**config.mk**
```make
export PLATFORM = sky130hd
export DESIGN_NAME = regfile_write_ctrl
export DESIGN_NICKNAME = d
export VERILOG_FILES = /design/src/rtl/regfile_write_ctrl.sv
export SDC_FILE = /design/constraint.sdc
export NUM_CORES = 1
export LEC_CHECK = 0
export ABC_AREA = 1
export CAP_MARGIN = 20
export CORE_UTILIZATION = 40
export DETAILED_ROUTE_END_ITERATION = 8
export HOLD_SLACK_MARGIN = 0.1
export PLACE_DENSITY_LB_ADDON = 0.25
export REMOVE_ABC_BUFFERS = 1
export SLEW_MARGIN = 20
export SYNTH_ARGS = -nofsm -noshare
export SYNTH_HDL_FRONTEND = slang
export SYNTH_SLANG_ARGS = --single-unit
```
**constraint.sdc**
```tcl
create_clock -name clk -period 3.34 [get_ports clk]
set_input_delay 0.334 -clock clk [delete_from_list [all_inputs] [get_ports clk]]
set_output_delay 0.334 -clock clk [all_outputs]
set_load 0.03 [all_outputs]
```
**src/rtl/regfile_write_ctrl.sv**
```systemverilog
// regfile_write_ctrl
// Owns an NREGS x DW register bank with per-bit write enables. Two write
// requesters (A: ALU writeback, B: load writeback) share the single write
// port through a round-robin arbiter. Byte masks are expanded into per-bit
// enables. A sequential clear sweep zeroes the bank one register per cycle.
// Two read ports decode storage combinationally, with no write bypass.
module regfile_write_ctrl #(
  parameter int NREGS = 8,
  parameter int AW    = 3,
  parameter int DW    = 16
) (
  input  logic          clk,
  input  logic          reset,
  input  logic          wa_valid,
  output logic          wa_ready,
  input  logic [AW-1:0] wa_addr,
  input  logic [DW-1:0] wa_data,
  input  logic [1:0]    wa_bmask,
  input  logic          wb_valid,
  output logic          wb_ready,
  input  logic [AW-1:0] wb_addr,
  input  logic [DW-1:0] wb_data,
  input  logic [1:0]    wb_bmask,
  input  logic [AW-1:0] ra_addr,
  output logic [DW-1:0] ra_data,
  input  logic [AW-1:0] rb_addr,
  output logic [DW-1:0] rb_data,
  input  logic          clr_req,
  output logic          busy
);

  typedef enum logic {
    IDLE  = 1'b0,
    CLEAR = 1'b1
  } state_t;

  state_t        state;
  logic [AW-1:0] sweep_cnt;
  // Round-robin pointer: 0 favours port A on contention, 1 favours port B.
  logic          prio_b;

  logic [DW-1:0] regs   [NREGS];
  logic [DW-1:0] bit_en [NREGS];

  logic          grant_a;
  logic          grant_b;
  logic [AW-1:0] wr_addr;
  logic [DW-1:0] wr_data;
  logic [1:0]    wr_bmask;
  logic [DW-1:0] wr_mask;

  // Arbitrate the two requesters; nothing is granted in reset or while sweeping.
  // NOTE: every signal driven from always_comb gets a default at the top so no
  // path leaves it unassigned, which would otherwise infer a latch.
  always_comb begin
    grant_a = 1'b0;
    grant_b = 1'b0;
    if (!reset && state == IDLE) begin
      if (wa_valid && (!wb_valid || !prio_b)) begin
        grant_a = 1'b1;
      end else if (wb_valid) begin
        grant_b = 1'b1;
      end
    end
  end

  assign wa_ready = grant_a;
  assign wb_ready = grant_b;
  assign busy     = (state == CLEAR);

  // Select the granted requester and expand its byte mask to per-bit enables.
  always_comb begin
    wr_addr  = '0;
    wr_data  = '0;
    wr_bmask = 2'b00;
    if (grant_a) begin
      wr_addr  = wa_addr;
      wr_data  = wa_data;
      wr_bmask = wa_bmask;
    end else if (grant_b) begin
      wr_addr  = wb_addr;
      wr_data  = wb_data;
      wr_bmask = wb_bmask;
    end
    wr_mask = {{(DW/2){wr_bmask[1]}}, {(DW/2){wr_bmask[0]}}};
  end

  // Per-register bit enables: reset and the sweep force full-width enables
  // with zero data; otherwise only the granted destination sees the mask.
  always_comb begin
    for (int i = 0; i < NREGS; i++) begin
      bit_en[i] = '0;
      if (reset) begin
        bit_en[i] = '1;
      end else if (state == CLEAR && sweep_cnt == AW'(i)) begin
        bit_en[i] = '1;
      end else if ((grant_a || grant_b) && wr_addr == AW'(i)) begin
        bit_en[i] = wr_mask;
      end
    end
  end

  // Storage update: each bit loads wr_data where enabled, otherwise holds.
  // NOTE: the bank has no reset branch of its own; reset reaches it through
  // the enable path (all enables high, data zero), so the storage stays a
  // plain enable-register array rather than a reset-per-flop structure.
  always_ff @(posedge clk) begin
    for (int i = 0; i < NREGS; i++) begin
      regs[i] <= (regs[i] & ~bit_en[i]) | (wr_data & bit_en[i]);
    end
  end

  // Control FSM: idle/clear sequencing, sweep counter and round-robin pointer.
  // NOTE: sequential state uses non-blocking assignments so every flop samples
  // the pre-edge values regardless of statement order.
  always_ff @(posedge clk) begin
    if (reset) begin
      state     <= IDLE;
      sweep_cnt <= '0;
      prio_b    <= 1'b0;
    end else begin
      case (state)
        IDLE: begin
          if (clr_req) begin
            state     <= CLEAR;
            sweep_cnt <= '0;
          end
        end
        CLEAR: begin
          if (sweep_cnt == AW'(NREGS - 1)) begin
            sweep_cnt <= '0;
            state     <= IDLE;
          end else begin
            sweep_cnt <= sweep_cnt + AW'(1);
          end
        end
        default: begin
          state     <= IDLE;
          sweep_cnt <= '0;
        end
      endcase
      if (grant_a) begin
        prio_b <= 1'b1;
      end else if (grant_b) begin
        prio_b <= 1'b0;
      end
    end
  end

  // Read ports: straight decode of storage, no bypass of the write in flight.
  assign ra_data = regs[ra_addr];
  assign rb_data = regs[rb_addr];

endmodule

```
==> results of run 1 <==
-- layout make-up --
class	instances	area [sq um]
clock buffer	18	429
clock inverter	14	209
fill	1504	8100
inverter	53	201
multi-input combinational	525	2580
sequential	133	3940
tap	220	275
timing repair buffer	106	1020
-- metrics by stage --
step | util [%] | instances | hold slack (ps) | setup WS, ps | area (sq um)
6_report | 51.7 | 1069 | 504 | 680 | 8660
2_1_floorplan | - | 711 | 403 | 1250 | 6730
3_5_place_dp | 47.9 | 1037 | 493 | 585 | 8020
3_3_place_gp | 47.9 | 1037 | 498 | 635 | 8020
5_1_grt | 51.7 | 1069 | 533 | 524 | 8660
4_1_cts | 51.7 | 1069 | 507 | 698 | 8660
-- power breakdown --
| group | internal (mW) | switching, mW |
|---|---|---|
| logic | 0.262 | 0.457 |
| clock network | 1.32 | 0.680 |
| registers | 1.97 | 0.0517 |
-- cell families (layout without fill, tap and decap cells) --
kind of cell	count (synthesis)	after routing	share of synthesized area (%)
DFF	133	133	56.7
buffers and inverters	104	191	6.15
adders and majority gates	6	6	1.08
and+or+nand+nor	240	240	15.1
AOI/OAI and AO/OA	279	279	21.0
-- worst max-delay path, delay by kind of cell --
kind | cells | cell delay [ps]
simple gates | 2 | 200
compound gates | 2 | 360
buf+inv | 3 | 1420
-- layer usage --
| layer | up-vias | share of wire (%) | track usage [%] |
|---|---|---|---|
| met5 | - | 0 | 0 |
| met4 | 0 | 1.5 | 6.76 |
| met3 | 23 | 6.1 | 4.16 |
| met2 | 226 | 49 | 35.9 |
| met1 | 2777 | 43 | 28.2 |
| li1 | 2811 | - | - |
-- placed cells by master, fill, tap and decap left out --
cell type / netlist / final
a211oi_1: 1 / 1
a21oi_1: 69 / 69
a22o_1: 16 / 16
buf_12: 0 / 2
buf_2: 13 / 4
buf_4: 1 / 17
bufinv_16: 0 / 5
clkbuf_1: 32 / 1
clkbuf_16: 0 / 17
clkdlybuf4s50_1: 0 / 83
clkinv_2: 0 / 4
clkinv_4: 0 / 1
clkinvlp_4: 0 / 4
dfxtp_1: 5 / 5
edfxtp_1: 128 / 128
ha_1: 6 / 6
inv_1: 48 / 48
inv_2: 4 / 4
inv_4: 1 / 1
nand2_1: 133 / 133
nand2_2: 2 / 2
nand2_4: 4 / 4
nand2_8: 1 / 1
nand3_1: 12 / 12
nand3_2: 2 / 2
nand4_1: 9 / 9
nor2_1: 70 / 70
nor2_2: 2 / 2
nor2_4: 3 / 3
nor2_8: 1 / 1
o21ai_0: 180 / 180
o21ai_1: 13 / 13
or2_2: 1 / 1
-- path summary, 6_finish.rpt --
kind | start | endpoint | depth (start not counted)
hold reg to reg | sweep_cnt[1] | sweep_cnt[1] | 2
hold / removal | sweep_cnt[1] | sweep_cnt[1] | 2
setup reg to reg | busy | register | 9
setup / recovery | rb_addr[0] | rb_data[12] | 7
==> run_results.csv, run 1 <==
group,metric,value,unit
outcome,status,"completed",
place,hpwl,12300,microns
sta,finalClockSkew,11.7,ps
drt,vias,5837,
worst_setup_path,cp.arrival,2330,ps
drt,wl,18600,microns
pwr,total_power,4.74,mW
drt,drc,0,
place,io_buffers,87,
finish,drive_gt1_share,8.83,%
clocking,cts_setup_buffers,0,
worst_setup_path,startpoint_type,"input port",
clocking,path_clk_slew,60,ps
global_route,track_usage,21.5,%
synthesis,synthCells,762,
synthesis,synth_commonest_cells,"o21ai_0 (180), nand2_1 (133), edfxtp_1 (128)",
clocking,htree_levels,4,
worst_setup_path,crit_path_max_incr_delay,680,ps
sta,hold_viol_final,0,
synthesis,ys_warn_count,0,
drt,viasPerCell,5.46,
floorplan,die_h,134,microns
synthesis,yosysMostFrequentCell,"o21ai_0",
drt,ant_nets,0,
synthesis,syn_area,0.00695,sq mm
worst_setup_path,cp_max_fo,43,
worst_setup_path,cp.required,3010,ps
clocking,numCtsBuffers,17,
synthesis,synth_cell_types,28,
finish,diodes,0,
pwr,p_per_area,547,mW/mm^2
global_route,grt_pass1_wl,29000,microns
synthesis,yosysSeqAreaShare,56.7,%
finish,fin_nets,895,
clocking,cts-root-buf,"clkbuf_16",
floorplan,ioPinCount,88,
sta,period_minus_slack,2660,ps
drt,drt_iter0_markers,492,
sta,fin_tns_setup,0,ps
synthesis,async_reset_ff_share,0,%
floorplan,rows,47,
place,place_congestion,0.814,
clocking,clock_path_buffers,2,
clocking,hold_buffers,0,
synthesis,synth-seq-cells,133,
finish,area.growth.synth_to_final,24.5,%
sta,max_freq,376,MHz
global_route,grt_pass1_vias,5495,
worst_setup_path,cp_cell_sequence,"buf_2 > buf_12 > o21ai_0 > o21ai_0 > nand2_1 > nand2_1 > clkdlybuf4s50_1",
global_route,grt_overflow,0,
worst_setup_path,critPathSlowestCell,"clkdlybuf4s50_1",
synthesis,synthTopCellsByArea,"edfxtp_1 (55%), o21ai_0 (13%), nand2_1 (7.2%), a21oi_1 (5.0%), nor2_1 (3.8%)",
floorplan,initial_core_util,41.5,%
sta,maxSlewHeadroom,59.3,%
clocking,clkLatencyLatePin,420,ps
sta,max_slew.worst_pin.slew,610,ps
sta,finalSetupViolations,0,
synthesis,synth_top_flop_cell,"edfxtp_1",
floorplan,die_w,134,microns
drt,avgRoutedWirePerCell,17.4,microns
floorplan,die_area,0.0179,sq mm
drt,firstDrtPassIters,7,
worst_setup_path,r2r_slack,1070,ps
synthesis,synth_area_per_cell,9.13,sq um
sta,period_share,79.6,%
worst_setup_path,endpoint_kind,"output port",
synthesis,netlist.area_leader.share,55.3,%
worst_setup_path,worstSetupPathType,"in2out",
clocking,cts_resized,0,
global_route,grt_start_max_net_pins,97,
synthesis,synth_top_cell_by_area,"edfxtp_1",
job,maxCapViolCount,0,
pwr,p_leak,3.33,nW
sta,drv_slew,0,
clocking,cts_tree,"yes",
synthesis,synth_edf_count,128,
global_route,antenna_found_initial,0,
floorplan,placeableCoreArea,0.0168,sq mm
pwr,max-vdd-ir-drop,0.362,mV
sta,rsz0062_at_grt,"false",
min_path,min_path_type,"reg2reg",
clocking,cts_num_sinks,133,
(Power assumes the default switching activity.)
==> run 2: changes to the inputs <==
==> constraint.sdc (replaced) <==
create_clock -name clk -period 2.2 [get_ports clk]
set_input_delay 0.22 -clock clk [delete_from_list [all_inputs] [get_ports clk]]
set_output_delay 0.22 -clock clk [all_outputs]
set_load 0.03 [all_outputs]
==> run_results.csv, run 2 (synthesized netlist as in run 1, its figures left out) <==
group,metric,value,unit
place,place_congestion,0.874,
clocking,clock_path_buffers,2,
worst_setup_path,cp.required,1980,ps
job,maxCapViolCount,0,
pwr,max-vdd-ir-drop,0.463,mV
floorplan,die_h,134,microns
floorplan,die_area,0.0179,sq mm
sta,period_share,83.6,%
drt,ant_nets,0,
sta,max_slew.worst_pin.slew,672,ps
place,place_inst,1047,
pwr,p_leak,3.49,nW
min_path,hp-start,"clr_req",
worst_setup_path,r2r_start,"busy",
sta,drv_slew,0,
floorplan,initial_core_util,41.5,%
sta,maxSlewHeadroom,55.2,%
worst_setup_path,cp.depth,2,
place,pre_cts_ws,55.9,ps
global_route,grt_overflow,0,
clocking,cts-root-buf,"clkbuf_16",
finish,fin_cells,1078,
drt,drt_iter0_markers,516,
drt,vias,5800,
worst_setup_path,crit_path_max_incr_delay,680,ps
sta,hold_viol_final,0,
floorplan,rows,47,
pwr,p_per_area,804,mW/mm^2
floorplan,die_w,134,microns
sta,finalClockSkew,10.7,ps
worst_setup_path,cp_max_fo,11,
sta,setup_slack,361,ps
global_route,track_usage,20.9,%
sta,period_minus_slack,1840,ps
finish,drive_gt1_share,13.5,%
finish,diodes,0,
drt,drc,0,
floorplan,placeableCoreArea,0.0168,sq mm
finish,fillers,1496,
worst_setup_path,worstSetupPathType,"reg2out",
min_path,min_path_type,"in2reg",
global_route,grt_pass1_vias,5699,
finish,area.growth.synth_to_final,26.7,%
sta,rsz0062_at_grt,"false",
outcome,status,"completed",
finish,fin_nets,905,
drt,avgRoutedWirePerCell,16.6,microns
worst_setup_path,reg2reg_depth,7,
min_path,hold_depth,3,
worst_setup_path,cp.arrival,1620,ps
sta,max_freq,544,MHz
drt,wl,17900,microns
clocking,cts_num_sinks,133,
global_route,grt_pass1_wl,28600,microns
drt,viasPerCell,5.38,
clocking,clkLatencyLatePin,420,ps
clocking,numCtsBuffers,17,
finish,final_cell_mix,"o21ai_0 (180), nand2_1 (133), edfxtp_1 (128)",
global_route,grt_start_max_net_pins,77,
floorplan,ioPinCount,88,
place,io_buffers,87,
global_route,antenna_found_initial,0,
drt,firstDrtPassIters,5,
clocking,hold_buffers,0,
clocking,path_clk_slew,60,ps
worst_setup_path,crit_buf_inv,2,
worst_setup_path,cp_cell_sequence,"buf_4 > clkdlybuf4s50_1",
place,hpwl,11800,microns
worst_setup_path,startpoint_type,"register",
worst_setup_path,endpoint_kind,"output port",
worst_setup_path,critPathSlowestCell,"clkdlybuf4s50_1",
clocking,cts_setup_buffers,0,
sta,fin_tns_setup,0,ps
worst_setup_path,r2r_slack,410,ps
finish,final_common_cell,"o21ai_0",
worst_setup_path,startpoint,"busy",
sta,finalSetupViolations,0,
clocking,cts_resized,0,
clocking,htree_levels,4,
clocking,cts_tree,"yes",
worst_setup_path,crit_family,"buffers and inverters",
## run 2: cell count changes in the layout (fill, tap and decap cells not counted)
cell,previous run,this run
clkdlybuf4s50_1,83,49
clkinv_2,4,2
bufinv_16,5,4
clkinvlp_4,4,1
clkinv_4,1,2
buf_12,2,17
inv_6,0,2
buf_4,17,46
clkinv_1,0,3
clkbuf_1,1,0
## run 2: cell type report
cell class	instances	area, sq um	area share, %
flip-flops and latches	133	3940	44.8
multi-input cells	525	2580	29.3
clock buffers	17	425	4.83
clock inverters	14	184	2.09
well taps	220	275	3.12
repair buffers	116	1200	13.6
inverters	53	201	2.29
## run 2: report_power, final
part	leakage, nW	switching, mW	internal (mW)
Clock	0.296	1.02	1.88
Combinational	1.82	0.696	0.419
Sequential	1.37	0.0757	2.99
## run 2: per-stage QoR
step	power (mW)	hold slack [ps]	instance area [sq um]	utilization, %
after detailed placement	4.23	494	8200	48.9
final	7.08	467	8810	52.6
after CTS	7.11	463	8810	52.6
after floorplan	3.67	289	6730	-
after global placement	4.21	499	8200	48.9
after global routing	7.36	492	8810	52.6
## run 2: path summary, 6_finish.rpt
kind	endpoint
setup / recovery	busy
hold / removal	busy
setup reg to reg	register
hold reg to reg	sweep_cnt[1]
## run 2: metal layers
layer / vias to the layer above / GRT usage (%) / wire, microns
met5: - / 0 / 0
met4: 0 / 8.08 / 257
met3: 23 / 4.42 / 938
met2: 192 / 35.3 / 8890
met1: 2744 / 26.3 / 7780
li1: 2841 / - / -
## run 2: worst min-delay path, stage by stage
cell	delay (ps)
clkdlybuf4s50_1	450
nor2_1	70
nor2_1	110
